**config.mk**
```make
export PLATFORM = sky130hd
export DESIGN_NAME = vend_txn_sequencer
export DESIGN_NICKNAME = d
export VERILOG_FILES = /design/src/rtl/vend_txn_sequencer.sv
export SDC_FILE = /design/constraint.sdc
export NUM_CORES = 1
export LEC_CHECK = 0
export CORE_MARGIN = 4
export CORE_UTILIZATION = 30
export CTS_BUF_LIST = sky130_fd_sc_hd__clkbuf_8
export DETAILED_ROUTE_END_ITERATION = 6
export MAX_ROUTING_LAYER = met4
export PLACE_DENSITY_LB_ADDON = 0.15
export SYNTH_ARGS = -nofsm -noshare
export SYNTH_HDL_FRONTEND = slang
export SYNTH_SLANG_ARGS = --single-unit
```
**constraint.sdc**
```tcl
create_clock -name clk -period 3.4 [get_ports clk]
set_clock_uncertainty 0.1 [all_clocks]
set_input_delay 0.34 -clock clk [delete_from_list [all_inputs] [get_ports clk]]
set_output_delay 0.34 -clock clk [all_outputs]
set_load 0.05 [all_outputs]
```
**src/rtl/vend_txn_sequencer.sv**
```systemverilog
// vend_txn_sequencer
//   Transaction controller for the vending-machine datapath. Accumulates coin
//   credit, checks a product selection against its price, drives the
//   dispenser through a req/ready/done handshake and then returns change one
//   unit per pulse, with a one-cycle gap between pulses.
//
// Ports
//   clk          system clock, all state on the rising edge
//   rst_n        asynchronous active-low reset
//   tick         one-cycle timebase enable; advances the CREDIT timeout
//   coin         one-cycle pulse, +1 credit unit
//   cancel       level, refund request (honoured in CREDIT only)
//   sel_valid    one-cycle selection strobe
//   sel_prod     product code, sampled with sel_valid
//   disp_ready   dispenser accepts the request
//   disp_done    one-cycle pulse, dispensing finished
//   disp_req     dispense request, high for the whole DISPENSE state
//   disp_prod    latched product code presented to the dispenser
//   change_pulse one pulse per returned credit unit
//   coin_reject  one-cycle pulse, the cycle after a coin was refused
//   err_funds    one-cycle pulse, the cycle after an unaffordable selection
//   credit       current credit
//   busy         high in DISPENSE, WAIT_DONE and CHANGE
module vend_txn_sequencer #(
  parameter int unsigned CREDIT_W      = 3,
  parameter int unsigned PRICE0        = 2,
  parameter int unsigned PRICE1        = 3,
  parameter int unsigned PRICE2        = 4,
  parameter int unsigned PRICE3        = 5,
  parameter int unsigned TIMEOUT_TICKS = 15
) (
  input  logic                clk,
  input  logic                rst_n,
  input  logic                tick,
  input  logic                coin,
  input  logic                cancel,
  input  logic                sel_valid,
  input  logic [1:0]          sel_prod,
  input  logic                disp_ready,
  input  logic                disp_done,
  output logic                disp_req,
  output logic [1:0]          disp_prod,
  output logic                change_pulse,
  output logic                coin_reject,
  output logic                err_funds,
  output logic [CREDIT_W-1:0] credit,
  output logic                busy
);

  localparam int unsigned TMO_W = $clog2(TIMEOUT_TICKS + 1);

  localparam logic [CREDIT_W-1:0] CREDIT_MAX = '1;
  localparam logic [CREDIT_W-1:0] CREDIT_ONE = CREDIT_W'(1);
  localparam logic [CREDIT_W-1:0] P0         = CREDIT_W'(PRICE0);
  localparam logic [CREDIT_W-1:0] P1         = CREDIT_W'(PRICE1);
  localparam logic [CREDIT_W-1:0] P2         = CREDIT_W'(PRICE2);
  localparam logic [CREDIT_W-1:0] P3         = CREDIT_W'(PRICE3);
  localparam logic [TMO_W-1:0]    TMO_LAST   = TMO_W'(TIMEOUT_TICKS);

  typedef enum logic [2:0] {
    ST_IDLE      = 3'd0,
    ST_CREDIT    = 3'd1,
    ST_DISPENSE  = 3'd2,
    ST_WAIT_DONE = 3'd3,
    ST_CHANGE    = 3'd4
  } state_t;

  state_t              state_q, state_d;
  logic [CREDIT_W-1:0] credit_q, credit_d;
  logic [TMO_W-1:0]    tmo_q, tmo_d;
  logic [TMO_W-1:0]    tmo_inc;
  logic [1:0]          prod_q, prod_d;
  logic                change_pulse_q, change_pulse_d;
  logic                coin_reject_q, coin_reject_d;
  logic                err_funds_q, err_funds_d;
  logic                disp_req_q, disp_req_d;
  logic                busy_q, busy_d;

  function automatic logic [CREDIT_W-1:0] price_of(input logic [1:0] p);
    logic [CREDIT_W-1:0] r;
    case (p)
      2'd0:    r = P0;
      2'd1:    r = P1;
      2'd2:    r = P2;
      default: r = P3;
    endcase
    return r;
  endfunction

  assign tmo_inc = tmo_q + 1'b1;

  always_comb begin
    state_d        = state_q;
    credit_d       = credit_q;
    tmo_d          = tmo_q;
    prod_d         = prod_q;
    change_pulse_d = 1'b0;
    coin_reject_d  = 1'b0;
    err_funds_d    = 1'b0;

    case (state_q)
      ST_IDLE: begin
        // Zero credit can never afford a product; a coin arriving with the
        // strobe loses to it, as in CREDIT.
        if (sel_valid) begin
          err_funds_d   = 1'b1;
          coin_reject_d = coin;
        end else if (coin) begin
          credit_d = CREDIT_ONE;
          state_d  = ST_CREDIT;
        end
      end

      ST_CREDIT: begin
        // sel_valid > coin > cancel; the timeout only advances on a quiet tick.
        if (sel_valid) begin
          coin_reject_d = coin;
          if (credit_q >= price_of(sel_prod)) begin
            prod_d  = sel_prod;
            state_d = ST_DISPENSE;
          end else begin
            err_funds_d = 1'b1;
            tmo_d       = '0;
          end
        end else if (coin) begin
          tmo_d = '0;
          if (credit_q == CREDIT_MAX) begin
            coin_reject_d = 1'b1;
          end else begin
            credit_d = credit_q + 1'b1;
          end
        end else if (cancel) begin
          state_d = ST_CHANGE;
        end else if (tick) begin
          tmo_d = tmo_inc;
          if (tmo_inc == TMO_LAST) begin
            state_d = ST_CHANGE;
          end
        end
      end

      ST_DISPENSE: begin
        coin_reject_d = coin;
        if (disp_ready) begin
          state_d = ST_WAIT_DONE;
        end
      end

      ST_WAIT_DONE: begin
        coin_reject_d = coin;
        if (disp_done) begin
          credit_d = credit_q - price_of(prod_q);
          state_d  = ST_CHANGE;
        end
      end

      ST_CHANGE: begin
        // The registered pulse doubles as the phase bit: a unit is paid out
        // only on the cycle after a gap, so pulses land every other cycle.
        coin_reject_d = coin;
        if (credit_q == '0) begin
          state_d = ST_IDLE;
        end else if (!change_pulse_q) begin
          change_pulse_d = 1'b1;
          credit_d       = credit_q - 1'b1;
        end
      end

      default: begin
        state_d = ST_IDLE;
      end
    endcase

    // Counter is only meaningful inside CREDIT; holding it at zero elsewhere
    // also gives the clear-on-entry behaviour.
    if (state_d != ST_CREDIT) begin
      tmo_d = '0;
    end
  end

  // Decoded from the next state so the registered outputs line up with state.
  assign disp_req_d = (state_d == ST_DISPENSE);
  assign busy_d     = (state_d == ST_DISPENSE) || (state_d == ST_WAIT_DONE) ||
                      (state_d == ST_CHANGE);

  always_ff @(posedge clk or negedge rst_n) begin
    if (!rst_n) begin
      state_q        <= ST_IDLE;
      credit_q       <= '0;
      tmo_q          <= '0;
      prod_q         <= '0;
      change_pulse_q <= 1'b0;
      coin_reject_q  <= 1'b0;
      err_funds_q    <= 1'b0;
      disp_req_q     <= 1'b0;
      busy_q         <= 1'b0;
    end else begin
      state_q        <= state_d;
      credit_q       <= credit_d;
      tmo_q          <= tmo_d;
      prod_q         <= prod_d;
      change_pulse_q <= change_pulse_d;
      coin_reject_q  <= coin_reject_d;
      err_funds_q    <= err_funds_d;
      disp_req_q     <= disp_req_d;
      busy_q         <= busy_d;
    end
  end

  assign disp_req     = disp_req_q;
  assign disp_prod    = prod_q;
  assign change_pulse = change_pulse_q;
  assign coin_reject  = coin_reject_q;
  assign err_funds    = err_funds_q;
  assign credit       = credit_q;
  assign busy         = busy_q;

endmodule

```
* Yosys cells after proc, flatten, opt, wreduce, memory -nomap -nowiden
Index checks and enable logic that the tools add are counted.
** Storage, ports and cells
- Bits in read-only memories :: 0
- Bits in latches :: 0
- Input port bits :: 10
- Memory bits (writable) :: 0
- Output and inout bits :: 10
- Bits in registers :: 17
- Memories :: 0
** Cells by class
- Bitwise operators :: 0
- Mux-type cells :: 46
- Add/subtract/negate cells :: 4
- Div/mod/pow operators :: 0
- Reductions and logical operators :: 13
- Order comparisons :: 1
- Equality and inequality tests :: 24
- $mul :: 0
- Shifts and indexed selects :: 0
** Operators with widths (number)
- 3-bit two-way mux :: 23
- 4-bit two-way mux :: 7
- 3-bit one-hot mux with 3 select lines :: 2
- 2-bit inequality test (second input constant) :: 8
- 3-bit one-hot mux with 5 select lines :: 1
- 3-bit by 2-bit equality test with 1-bit output (second input constant) :: 4
- 3-bit one-hot mux with 4 select lines :: 1
- 1-bit two-way mux :: 10
- 3-bit equality test (second input constant) :: 3
- 9-bit AND reduction :: 1
- 4-bit nonzero test :: 2
- 3-bit zero test :: 2
- 4-bit by 1-bit adder with 4-bit output (second input constant) :: 1
- 2-bit by 1-bit equality test with 1-bit output (second input constant) :: 2
- 2-bit equality test (second input constant) :: 2
- 4-bit equality test (second input constant) :: 1
- 2-bit zero test :: 2
- 4-bit by 2-bit inequality test with 1-bit output (second input constant) :: 1
- 4-bit AND reduction :: 1
- 3-bit by 1-bit adder with 3-bit output (second input constant) :: 1
- 3-bit by 1-bit equality test with 1-bit output (second input constant) :: 1
- 3-bit >= comparator :: 1
- 3-bit by 1-bit inequality test with 1-bit output (second input constant) :: 1
- 3-bit by 2-bit inequality test with 1-bit output (second input constant) :: 1
- other kinds (8) :: 9

* Logic depth before layout (Yosys ltp)
- Depth in word-level cells :: 11
- Gate-level depth with buffers :: 10
- Mapped depth without buffers :: 9

* Least setup slack after synthesis
Ideal clock, no wire load.
- Kind :: reg2reg
- Start point :: reg prod_q[0] (netlist: disp_prod[0])
- End point :: reg credit_q[2] (netlist: credit[2])
- Required time :: 3175 ps
- Path slack :: 876 ps
- Cell stages (with the launch flop) :: 9
- Arrival time :: 2299 ps
- Path through :: dfrtp_1 -> or3_1 -> ha_1 -> fa_1 -> xnor2_1 -> nor3b_1 -> a21oi_1 -> o22ai_1 -> mux2_2
** On the way
- Word-level cells in the longest chain between the ends :: 7
- Elaborated cells on any way between the ends :: 9
- Those cells by class :: add/sub (1); eq/ne (2); mux (5); reduce/logical (1)
** Ends and longest elaborated chain
- from (decl) :: RTL line 72 : logic [1:0] prod_q, prod_d;
- from (signal assigned) :: RTL line 201 : prod_q <= prod_d;
- 2-bit equality test (tied with other cells) :: RTL line 81 : case (p)
- 3-bit one-hot mux with 3 select lines * :: RTL line 81
- 3-bit two-way mux * :: RTL line 151 : if (disp_done) begin
- 3-bit two-way mux * :: RTL line 101 : case (state_q)
- 3-bit subtractor * :: RTL line 152 : credit_d = credit_q - price_of(prod_q);
- 3-bit two-way mux * :: RTL line 151
- 3-bit one-hot mux with 4 select lines * :: RTL line 101
- to (signal assigned) :: RTL line 199 : credit_q <= credit_d;
- to (decl) :: RTL line 69 : logic [CREDIT_W-1:0] credit_q, credit_d;
Every way passes the cells marked *; elsewhere a longest branch is shown, timed or not. The select of a mux whose other input is x is not followed.
A chain may end at the register's enable or synchronous reset.

* Final worst setup path
- Start point :: reg state_q[1]
- End point :: reg credit_q[2] (netlist: credit[2])
** On the way
- Word-level cells in the longest chain between the ends :: 3
- Elaborated cells on any way between the ends :: 15
- Those cells by class :: eq/ne (11); mux (1); reduce/logical (3)
** Ends and longest elaborated chain
- from (decl) :: RTL line 68 : state_t state_q, state_d;
- from (signal assigned) :: RTL line 198 : state_q <= state_d;
- 3-bit equality test (tied with other cells) :: RTL line 101
- 4-bit nonzero test (no source line) or 2-bit inequality test (tied branches)
- 9-bit AND reduction (no source line)
Several ways; a longest one is shown, not always the timed one.

==> run metrics <==
number of global-route vias before repair=926; clock power share=13.4%; Starting DRT DRC Count=30; final non-filler cell total=181; Post-CTS Setup Bufs=0; RSZ-0062 raised after global routing=no; post-cts resize count=0; core area=about 3700 um^2; WHS Path Cells=1; area of the mapped netlist=1190 um^2; hold_sp=change_pulse; fillers=383; worst hold path endpoint=change_pulse; Syn Area/Cell=10.2 um^2; Syn Nets=134; r2r setup slk=0.71 ns; clock buffer depth=2; Routed wire per std cell=around 15 um; Antenna Nets Post-Route=0; Synth Flop Type=dfrtp_1; die area=5050 um^2; FF-to-FF Start=state_q[1]; H-tree Lvls=1; R2R depth=9; Final Max Tran Viols=0; input/output buffers=19; Sw Ratio=48.1%; actual slew at the worst max-slew pin=0.797 ns; Post-synth EDFFs=0; worst skew pair latency=0.26 ns; hpwl dp=2010 um; drt drc=0; Int Pwr=0.613 mW; first-pass iteration count of the detailed router=4; FF+latch count, synth=17; number of core rows=22; YS warnings=0; largest net degree at the start of global routing=18; Area growth, synth to finish=20.8%; Crit Path Class=register to register; crit path max fanout=9; Synth cell types=54; io pins=20; total gr overflow=0; post-layout instance area=1440 um^2; asr flop ratio synth=100%; Pwr per Cell Area=820 nW/um^2; first-pass GRT wire length=between 4000 and 5000 um; Total Power=1.18 mW; CTS Buf Count=3; CTS Root Cell=clkbuf_8; register area share after synthesis=between 30 and 40%; outcome=finished, final reports clean; Diodes inserted=0; Die H=71.1 um; Final setup viols=0; Setup crit start kind=register; GRT Total Usage=roughly 11%; CTS tree=done; max_cap viols=0; Static Leak=0.608 nW; Tmin final=2.69 ns; initial antenna violation count=0; Via Count=913; Comb pwr share=56.4%; switching power=0.569 mW; Max VDD drop=a little over 300 uV; Slew HR=46.7%; Die X=71.1 um; FMAX=371 MHz; clock sink count=17; final wirelength=2650 um; Avg Vias per Cell=5.04; endpoint type of the worst setup path=register; path type of the worst min-delay path=register to register; Inst Count DP=177; Mapped Cells=117; Final period util=79.3%; final hold violations=0; hold buffer count at cts=0; Setup TNS=0 ns; layout cell share with drive strength beyond 1=19.5%; WP data required=3.44 ns; CTS clk-pin slew, worst paths=0.08 ns; Area after DPL=1400 um^2; Initial Util=31.9%; final net count=151; Sequential Power Share=30.2%; Arrival @ worst endpoint=2.74 ns; RR Endpoint=credit[2]; routability cong.=0.785
[worst max path at each step]
stage | start | end | slack (ns)
after floorplan | disp_prod[0] | credit[2] | 0.88
after global placement | state_q[1] | credit[2] | 0.79
after detailed placement | state_q[1] | credit[2] | 0.73
after CTS | state_q[1] | credit[2] | 0.71
after global routing | state_q[1] | credit[2] | 0.53
final | state_q[1] | credit[2] | 0.71
[critical path: stages (launching register included)]
cell and delay (ns):
dfrtp_1 0.59, nand2_1 0.11, or3_1 0.33, ha_1 0.20, fa_1 0.37, xnor2_1 0.29, nor2_1 0.07, a22oi_1 0.14
o22ai_1 0.10, mux2_2 0.27
[routing by layer]
metal / vias up / global-route usage (%) / share of wire, %
li1: 448 / - / -
met1: 436 / 14.4 / 47
met2: 27 / 17.8 / 47
met3: 2 / 2.27 / 3.8
met4: 0 / 5.01 / 1.4
met5: - / - / 0
[through the flow]
stage,utilization (%),hold WS [ns],setup WS (ns)
global placement,37.3,0.347,0.794
detailed placement,37.3,0.345,0.735
finish,38.5,0.348,0.705
global route,38.5,0.373,0.527
floorplan,-,-0.0556,0.876
CTS,38.5,0.355,0.712
[sequential cells by signal, summed over array words and instances, names as in the netlist]
signal,cells
disp_req,1
busy,1
coin_reject,1
state_q,3
disp_prod,2
err_funds,1
tmo_q,4
change_pulse,1
credit,3
[Yosys cell counts (3+ instances only)]
master | number | area, um^2
o21ai_0 | 3 | 15.0
nor2_1 | 5 | 18.8
a21oi_1 | 4 | 20.0
inv_1 | 7 | 26.3
ha_1 | 6 | 75.1
a21boi_0 | 4 | 30.0
dfrtp_1 | 17 | 425
nor3_1 | 3 | 15.0
nand2_1 | 11 | 41.3
[kinds of logic (layout without fill, tap and decap cells)]
kind of cell	after synthesis	after routing	share of synthesized area, %
buffers and inverters	14	30	6.29
and+or+nand+nor	42	42	22.2
AOI/OAI and AO/OA	29	29	20.2
DFF	17	17	35.6
adders and majority gates	7	7	7.97
xor gates and xnor gates	3	3	2.83
muxes	5	5	4.82
[power by group through the flow]
stage / combinational, mW / sequential [mW] / clock, mW
after global placement: 0.670 / 0.358 / 0
after floorplan: 0.393 / 0.466 / 0
after global routing: 0.728 / 0.369 / 0.169
after CTS: 0.673 / 0.358 / 0.162
final: 0.667 / 0.356 / 0.158
after detailed placement: 0.668 / 0.359 / 0
[placed cells by master, fill, tap and decap left out, types with 3 or more instances in the layout]
master and count:
nor2_1 5, nand2_1 11, a21oi_1 4, clkdlybuf4s50_1 19, nor3_1 3, o21ai_0 3, inv_1 7, a21boi_0 4
ha_1 6, dfrtp_1 17, clkbuf_8 3
[final cells by class]
class	instances	area, um^2	area share, %
Inverter	7	26.3	1.82
Clock inverter	1	5.00	0.347
Clock buffer	3	41.3	2.86
Multi-Input combinational cell	86	693	48.1
Sequential cell	17	425	29.5
Timing Repair Buffer	19	190	13.2
Tap cell	48	60.1	4.17
Note: power is estimated with default switching activity, not from simulation.
